<file path="src/rtl/sseg_scan_ctrl.sv">
// rtl/sseg_scan_ctrl.sv - four-digit multiplexed seven-segment scan controller
//
// Purpose: time-multiplexes four active-low segment patterns onto one shared
// segment bus. Each digit owns a slot of 2**REFRESH_POWER clocks. The first
// BLANK_CYCLES clocks of each slot are dark to avoid ghosting. The lit window
// is further shortened by a 4-bit brightness level. Pattern and brightness
// inputs are sampled once per frame (four slots), so a frame never tears.
//
// Ports:
//   clk        - clock, all state updates on its rising edge
//   reset      - synchronous, active-high reset
//   enable     - 1 = display lit per schedule, 0 = dark (timing keeps running)
//   in0..in3   - active-low segment patterns for digits 0..3
//   duty       - brightness, 0 = 1/16 of a slot, 15 = full slot
//   an         - registered active-low digit enables, an[k] drives digit k
//   sseg       - registered active-low segment pattern of the selected digit
//   frame_tick - registered one-cycle pulse at the start of each frame

module sseg_scan_ctrl #(
  parameter int REFRESH_POWER = 18,
  parameter int BLANK_CYCLES  = 64
) (
  input  logic       clk,
  input  logic       reset,
  input  logic       enable,
  input  logic [7:0] in0,
  input  logic [7:0] in1,
  input  logic [7:0] in2,
  input  logic [7:0] in3,
  input  logic [3:0] duty,
  output logic [3:0] an,
  output logic [7:0] sseg,
  output logic       frame_tick
);

  localparam logic [REFRESH_POWER-1:0] CNT_MAX     = {REFRESH_POWER{1'b1}};
  localparam logic [REFRESH_POWER-1:0] BLANK_START = REFRESH_POWER'(BLANK_CYCLES);

  logic [REFRESH_POWER-1:0] cnt;
  logic [1:0]               idx;
  logic [7:0]               sh0, sh1, sh2, sh3;
  logic [3:0]               duty_s;

  logic       slot_end;
  logic       frame_end;
  logic       lit;
  logic [7:0] sh_sel;
  logic [3:0] an_nxt;
  logic [7:0] sseg_nxt;

  assign slot_end  = (cnt == CNT_MAX);
  assign frame_end = slot_end && (idx == 2'd3);

  // The top nibble of cnt is the sixteenth of the slot we are in, so it
  // compares directly against the brightness level.
  assign lit = enable && (cnt >= BLANK_START)
                      && (cnt[REFRESH_POWER-1:REFRESH_POWER-4] <= duty_s);

  always_comb begin
    sh_sel = 8'hFF;
    case (idx)
      2'd0:    sh_sel = sh0;
      2'd1:    sh_sel = sh1;
      2'd2:    sh_sel = sh2;
      default: sh_sel = sh3;
    endcase
  end

  always_comb begin
    an_nxt   = 4'b1111;
    sseg_nxt = 8'hFF;
    if (lit) begin
      an_nxt[idx] = 1'b0;
      sseg_nxt    = sh_sel;
    end
  end

  always_ff @(posedge clk) begin
    if (reset) begin
      cnt        <= '0;
      idx        <= 2'd0;
      sh0        <= 8'hFF;
      sh1        <= 8'hFF;
      sh2        <= 8'hFF;
      sh3        <= 8'hFF;
      duty_s     <= 4'hF;
      an         <= 4'b1111;
      sseg       <= 8'hFF;
      frame_tick <= 1'b0;
    end else begin
      cnt        <= cnt + 1'b1;
      an         <= an_nxt;
      sseg       <= sseg_nxt;
      frame_tick <= frame_end;
      if (slot_end) begin
        idx <= idx + 2'd1;
      end
      // Shadows load only at the frame boundary so a whole frame shows one
      // consistent set of patterns and brightness.
      if (frame_end) begin
        sh0    <= in0;
        sh1    <= in1;
        sh2    <= in2;
        sh3    <= in3;
        duty_s <= duty;
      end
    end
  end

endmodule
</file>
<file path="config.mk">
export PLATFORM = sky130hd
export DESIGN_NAME = sseg_scan_ctrl
export DESIGN_NICKNAME = d
export VERILOG_FILES = /design/src/rtl/sseg_scan_ctrl.sv
export SDC_FILE = /design/constraint.sdc
export NUM_CORES = 1
export LEC_CHECK = 0
export CAP_MARGIN = 20
export CORE_MARGIN = 4
export CORE_UTILIZATION = 48
export DETAILED_ROUTE_END_ITERATION = 8
export PLACE_DENSITY = 0.76
export SLEW_MARGIN = 20
export SYNTH_ARGS = -nofsm -noshare
export SYNTH_HDL_FRONTEND = slang
export SYNTH_SLANG_ARGS = --single-unit
</file>
<file path="constraint.sdc">
create_clock -name clk -period 1.47 [get_ports clk]
set_input_delay 0.2205 -clock clk [delete_from_list [all_inputs] [get_ports clk]]
set_output_delay 0.2205 -clock clk [all_outputs]
set_load 0.02 [all_outputs]
</file>
==> results of run 1 <==
flip-flops by register name, indices dropped and copies added (netlist names):
signal,cells
cnt,18
sh0,8
sh1,8
sh2,8
sh3,8
sseg,8
an,4
duty_s,4
idx,2
frame_tick,1
metal layers:
metal  global-route usage [%]  vias to the layer above  wire (um)
met1                     28.4                     1493       3790
met5                        0                        -          0
met3                     6.05                       24        760
met4                     6.32                        0        256
met2                     35.6                      158       4600
li1                         -                     1471          -
worst min path at each step:
| stage | start | end | slack (ns) | cells after the start |
|---|---|---|---|---|
| after floorplan | duty[1] | duty_s[1]$_SDFFE_PP1P_ | 0.39 | 2 |
| after global placement | sh2[4]$_SDFFE_PP1P_ | sh2[4]$_SDFFE_PP1P_ | 0.44 | 2 |
| after detailed placement | sh3[7]$_SDFFE_PP1P_ | sh3[7]$_SDFFE_PP1P_ | 0.45 | 2 |
| after CTS | reset | cnt[2]$_SDFF_PP0_ | 0.16 | 2 |
| after global routing | reset | cnt[13]$_SDFF_PP0_ | 0.18 | 2 |
| final | reset | cnt[2]$_SDFF_PP0_ | 0.17 | 2 |
area by class of cell:
class	count	area [sq um]
flip-flops and latches	69	1400
inverters	10	40.0
well taps	77	96.3
fillers	463	1800
clock inverters	7	98.8
clock buffers	9	124
multi-input cells	239	1770
repair buffers	102	988
logic make-up after synthesis:
kind of cell	count (synthesis)	share of synthesized area [%]
adders and majority gates	11	4.41
DFF	69	44.3
muxes	1	0.361
buffers and inverters	46	6.05
AOI/OAI and AO/OA	102	23.7
and+or+nand+nor	112	17.8
xor gates and xnor gates	12	3.37
worst reg2reg max path, cell delays in order, from the launching register on:
cell	delay, ns
dfxtp_2	0.35
inv_2	0.07
ha_4	0.21
a222oi_1	0.48
nor2b_1	0.20
o221ai_1	0.12
layout by cell type (no fill, tap or decap), drive strengths merged, types with 10 or more instances in the layout:
master / count
a41oi: 36
buf: 51
clkbuf: 10
clkdlybuf4s50: 37
dfxtp: 69
dlygate4sd2: 13
ha: 11
inv: 11
nand2: 44
nor2: 18
nor2b: 20
o21ai: 39
xor2: 10
stage by stage:
| step | TNS [ns] | worst slack, ns | cell area [sq um] | hold WS (ns) |
|---|---|---|---|---|
| detailed placement | -1.60 | -0.241 | 3940 | 0.453 |
| global placement | -1.08 | -0.236 | 3940 | 0.443 |
| CTS | -0.573 | -0.0484 | 4200 | 0.156 |
| global route | -2.74 | -0.128 | 4510 | 0.185 |
| finish | -0.546 | -0.0796 | 4510 | 0.170 |
| floorplan | -0.0101 | -0.0101 | 3160 | 0.392 |
where the power goes:
part           total [mW]  internal, mW  switching, mW
logic               0.212         0.135         0.0769
clock network        1.74         0.963          0.781
registers            1.88          1.87        0.00652
total                3.84          2.97          0.864
timing repair:
action / 4_1_cts / 5_1_grt
setup buffers: 2 / 5
endpoints found under the setup margin: 62 / 53
cloned: 0 / 4
pin swaps: 4 / 14
resized for setup: 26 / 100
==> run_results.csv, run 1 <==
group,metric,value,unit
run,cap_violations,0,
drt,dr_total_vias,3146,
yosys,synth_area_leaders,"dfxtp_1 (44%), a41oi_1 (10%), o21ai_0 (6.1%)",
global_routing,via_count_of_the_first_global_routing_pass,2843,
drt,detailedRoute.firstIterationViolations,349,
timing,slew_viol_final,0,
global_routing,grt_antenna_before_repair,0,
timing,max_slew_margin,68.6,%
setup_path,worst-setup-path-type,"flop to flop",
timing,clock_period_minus_worst_slack,1.55,ns
cts,clock_insertion_delay_worst_skew,0.36,ns
floorplanning,floorplan.die.height,88.6,um
pwr,power.density,850,nW/um^2
setup_path,crit_path_end_kind,"flop",
yosys,post-synth-top-count-cell,"dfxtp_1",
setup_path,critical_path.max_stage_delay,0.48,ns
drt,ant_nets,0,
drt,router_iterations_before_antenna_repair,7,
timing,timing.clock.skew,0.0152,ns
setup_path,critical_path.reg2reg.startpoint,"idx[1]$_SDFFE_PP0P_",
min_path,worst_hold_path_type,"input port to flop",
yosys,number_of_enable_flip_flop_cells_after_synthesis,0,
global_routing,global_route.overflow_total,0,
floorplanning,std_cell_rows,29,
cts,cts_max_level,3,
yosys,synth_seq_cells,69,
yosys,synth_top_area_share,44.3,%
yosys,ys_dominant_reg_cell,"dfxtp_1",
yosys,syn_inst,353,
setup_path,worstSetupEndpoint,"sseg[6]$_SDFF_PP1_",
floorplanning,design.die.area,7860,sq um
cts,clockBufferDepth,2,
finish,final_cell_count_without_fillers,513,
finish,drive_above_1_share,28.2,%
setup_path,timing.critical_path.arrival,1.78,ns
cts,cts.root.buffer_cell,"clkbuf_8",
global_routing,global_route.usage.total,21.9,%
setup_path,worst_r2r_endpoint,"sseg[6]$_SDFF_PP1_",
finish,final_core_utilization,71.5,%
cts,tritoncts_clock_tree,"yes",
timing,transition_time_of_the_tightest_slew_check_pin,0.472,ns
cts,cts_num_sinks,69,
global_routing,grt_max_degree,37,
global_routing,global_route_wire_length_before_repair,13500,um
yosys,synth_top_area_cell,"dfxtp_1",
cts,cts_hold_buf,0,
setup_path,r2r_cells,5,
setup_path,crit_family,"compound AO/OA/AOI/OAI gates",
yosys,ys_async_sr_fraction,0,%
finish,areaGrowthSynthToFinish,44.6,%
floorplanning,die_w,88.6,um
placed_design,dp.cells,486,
placed_design,place.port_buffers,51,
setup_path,crit_start_category,"flop",
finish,num-nets-final,481,
yosys,postSynthAreaPerCell,8.84,sq um
drt,post_drt_via_cell_ratio,6.13,
yosys,synthTopCellsByCount,"dfxtp_1 (69), nand2_1 (44), o21ai_0 (38)",
timing,layout_setup_ws,-0.0796,ns
timing,period_share,105,%
setup_path,path_length_in_cells_of_the_critical_path,5,
floorplanning,floorplan.initialDensity,49.4,%
setup_path,crit_buf_inv,1,
yosys,yosysSeqAreaShare,44.3,%
floorplanning,area_of_the_placeable_core,6310,sq um
setup_path,critical_path_required,1.70,ns
timing,fmax,0.645,GHz
drt,detail_route.wirelength,9410,um
pwr,ir_drop,536,uV
placed_design,detailedPlacementHpwl,5510,um
yosys,yosysUniqueCellTypes,34,
setup_path,critPathSlowestCell,"a222oi_1",
setup_path,critical_path_cell_by_cell,"inv_2, ha_4, a222oi_1, nor2b_1, o221ai_1",
floorplanning,pin_count,52,
drt,route.detailed.wl_per_inst,18.3,um
timing,setup_repair_after_global_routing_missed_its_margin,"true",
finish,antennaDiodeCount,0,
timing,hold_viol_final,0,
yosys,synth_fp_nets,403,
yosys,yosysWarningCount,0,
setup_path,timing.reg2reg.setup_slack,-0.08,ns
run_status,run_status,"complete, but fails checks",
placed_design,gpl.final_weighted_congestion,0.808,
setup_path,critPathMaxFanout,9,
drt,drt_drc_violations_left,0,
pwr,power,3.84,mW
run_status,violations_in_the_final_reports,"negative setup slack",
cts,num_cts_buffers,9,
setup_path,setup.worst_path.start,"idx[1]$_SDFFE_PP0P_",
yosys,syn-cell-area,3120,sq um
timing,final-setup-viol-count,21,
cts,worst_setup_hold_path_clk_slew,0.08,ns
pwr,cellLeakagePower,1.68,nW
(Power assumes the default switching activity.)
==> inputs of run 2 (changes only) <==
--- a/config.mk
+++ b/config.mk
@@ -7,9 +7,10 @@
 export LEC_CHECK = 0
 export CAP_MARGIN = 20
 export CORE_MARGIN = 4
-export CORE_UTILIZATION = 48
+export CORE_UTILIZATION = 50
+export CTS_BUF_LIST = sky130_fd_sc_hd__clkbuf_8
 export DETAILED_ROUTE_END_ITERATION = 8
-export PLACE_DENSITY = 0.76
+export PLACE_DENSITY = 0.79
 export SLEW_MARGIN = 20
 export SYNTH_ARGS = -nofsm -noshare
 export SYNTH_HDL_FRONTEND = slang
==> run_results.csv, run 2 (synthesis gave the netlist of run 1 again) <==
group,metric,value,unit
run_status,run_status,"complete, but fails checks",
run_status,violations_in_the_final_reports,"negative setup slack",
placed_design,place.port_buffers,51,
drt,router_iterations_before_antenna_repair,6,
setup_path,critical_path.reg2reg.startpoint,"cnt[16]$_SDFF_PP0_",
pwr,ir_drop,907,uV
cts,cts.root.buffer_cell,"clkbuf_8",
pwr,power.density,883,nW/um^2
timing,final-setup-viol-count,46,
floorplanning,design.die.area,7570,sq um
cts,worst_setup_hold_path_clk_slew,0.07,ns
timing,slew_viol_final,0,
cts,tritoncts_clock_tree,"yes",
timing,hold_viol_final,0,
setup_path,crit_path_end_kind,"flop",
timing,period_share,106,%
setup_path,crit_family,"simple AND/OR/NAND/NOR gates",
cts,clock_insertion_delay_worst_skew,0.35,ns
setup_path,crit_start_category,"flop",
min_path,min_path_cells,2,
setup_path,critical_path_required,1.77,ns
placed_design,placedInstanceArea,3960,sq um
finish,mostFrequentLayoutCells,"dfxtp_1 (64), nand2_1 (43), buf_4 (40)",
cts,cts_num_sinks,69,
drt,route.detailed.wl_per_inst,20.3,um
setup_path,crit_buf_inv,1,
finish,registers.top_by_ff_count,"cnt",
finish,postLayoutCellArea,4720,sq um
global_routing,global_route.usage.total,24.2,%
setup_path,timing.reg2reg.setup_slack,-0.09,ns
timing,max_slew_margin,74.6,%
timing,clock_period_minus_worst_slack,1.56,ns
timing,fmax,0.639,GHz
finish,drive_above_1_share,32.7,%
drt,dr_total_vias,3272,
floorplanning,floorplan.initialDensity,52.1,%
global_routing,grt_antenna_before_repair,0,
setup_path,worst-setup-path-type,"flop to flop",
timing,timing.clock.skew,0.00938,ns
setup_path,worst_r2r_endpoint,"duty_s[2]$_SDFFE_PP1P_",
cts,cts_max_level,3,
cts,clockBufferDepth,2,
pwr,cellLeakagePower,1.76,nW
finish,layout.filler_cells,361,
min_path,min-delay-start,"reset",
global_routing,via_count_of_the_first_global_routing_pass,2991,
timing,fin_tns_setup,-1.61,ns
finish,antennaDiodeCount,0,
finish,num-nets-final,485,
cts,cts_hold_buf,0,
setup_path,critPathSlowestCell,"dfxtp_1",
floorplanning,pin_count,52,
min_path,holdPathEnd,"cnt[13]$_SDFF_PP0_",
setup_path,r2r_cells,5,
timing,setup_repair_after_global_routing_missed_its_margin,"true",
run,cap_violations,0,
drt,drt_drc_violations_left,0,
drt,post_drt_via_cell_ratio,6.35,
floorplanning,floorplan.die.height,87,um
placed_design,pre_cts_slack,-0.0951,ns
finish,areaGrowthSynthToFinish,51.3,%
setup_path,timing.critical_path.arrival,1.86,ns
setup_path,critical_path_cell_by_cell,"and4_1, and2_1, buf_4, a41oi_2, nand2_1",
finish,layout.cells.most_common,"dfxtp_1",
finish,number_of_flip_flops_in_the_largest_register,18,
global_routing,grt_max_degree,25,
floorplanning,die_w,87,um
setup_path,critPathMaxFanout,14,
min_path,worst_hold_path_type,"input port to flop",
drt,ant_nets,0,
cts,num_cts_buffers,9,
placed_design,detailedPlacementHpwl,5880,um
placed_design,gpl.final_weighted_congestion,0.840,
finish,final_core_utilization,78.8,%
floorplanning,area_of_the_placeable_core,5990,sq um
floorplanning,std_cell_rows,28,
timing,layout_setup_ws,-0.0948,ns
setup_path,critical_path.max_stage_delay,0.43,ns
global_routing,global_route_wire_length_before_repair,14200,um
drt,detail_route.wirelength,10500,um
pwr,power,4.17,mW
timing,transition_time_of_the_tightest_slew_check_pin,0.381,ns
global_routing,global_route.overflow_total,0,
drt,detailedRoute.firstIterationViolations,363,
==> run 2: how the worst max path moves through the flow <==
stage | from | to | slack (ns) | cells past startpoint
finish | cnt[16]$_SDFF_PP0_ | duty_s[2]$_SDFFE_PP1P_ | -0.09 | 5
detailed placement | idx[0]$_SDFFE_PP0P_ | sseg[6]$_SDFF_PP1_ | -0.1 | 5
CTS | cnt[1]$_SDFF_PP0_ | cnt[16]$_SDFF_PP0_ | -0.04 | 5
floorplan | cnt[0]$_SDFF_PP0_ | cnt[16]$_SDFF_PP0_ | -0.01 | 6
global placement | duty_s[3]$_SDFFE_PP1P_ | sseg[0]$_SDFF_PP1_ | -0.04 | 5
global route | cnt[16]$_SDFF_PP0_ | sh2[0]$_SDFFE_PP1P_ | -0.20 | 5
==> run 2: metrics by stage <==
step,hold slack (ns),instances
after global placement,0.447,488
final,0.175,515
after CTS,0.163,506
after floorplan,0.392,353
after global routing,0.206,515
after detailed placement,0.453,488
==> run 2: power breakdown <==
| group | switching (mW) | total [mW] | internal, mW |
|---|---|---|---|
| sequential | 0.00655 | 1.88 | 1.87 |
| clock | 0.762 | 2.07 | 1.31 |
| combinational | 0.0832 | 0.221 | 0.138 |
==> run 2: metal layers <==
metal	wire length (um)	global-route usage, %
met4	286	8.50
met1	3960	28.5
met3	939	6.05
met2	5270	42.3
met5	0	0
==> run 2: area by class of cell <==
| type | count | area [sq um] | share of cell area [%] |
|---|---|---|---|
| tap | 75 | 93.8 | 1.99 |
| clock inverter | 7 | 145 | 3.07 |
| timing repair buffer | 106 | 1030 | 21.7 |
| multi-input combinational | 239 | 1900 | 40.3 |
| clock buffer | 9 | 124 | 2.62 |
| sequential | 69 | 1390 | 29.4 |
| inverter | 10 | 37.5 | 0.795 |
==> run 2: repair_timing <==
item	CTS	global route
pin swaps	3	6
setup buffers	1	2
resized for setup	65	68
setup endpoints to repair	63	54
hold endpoints to repair	0	0
cloned	1	7
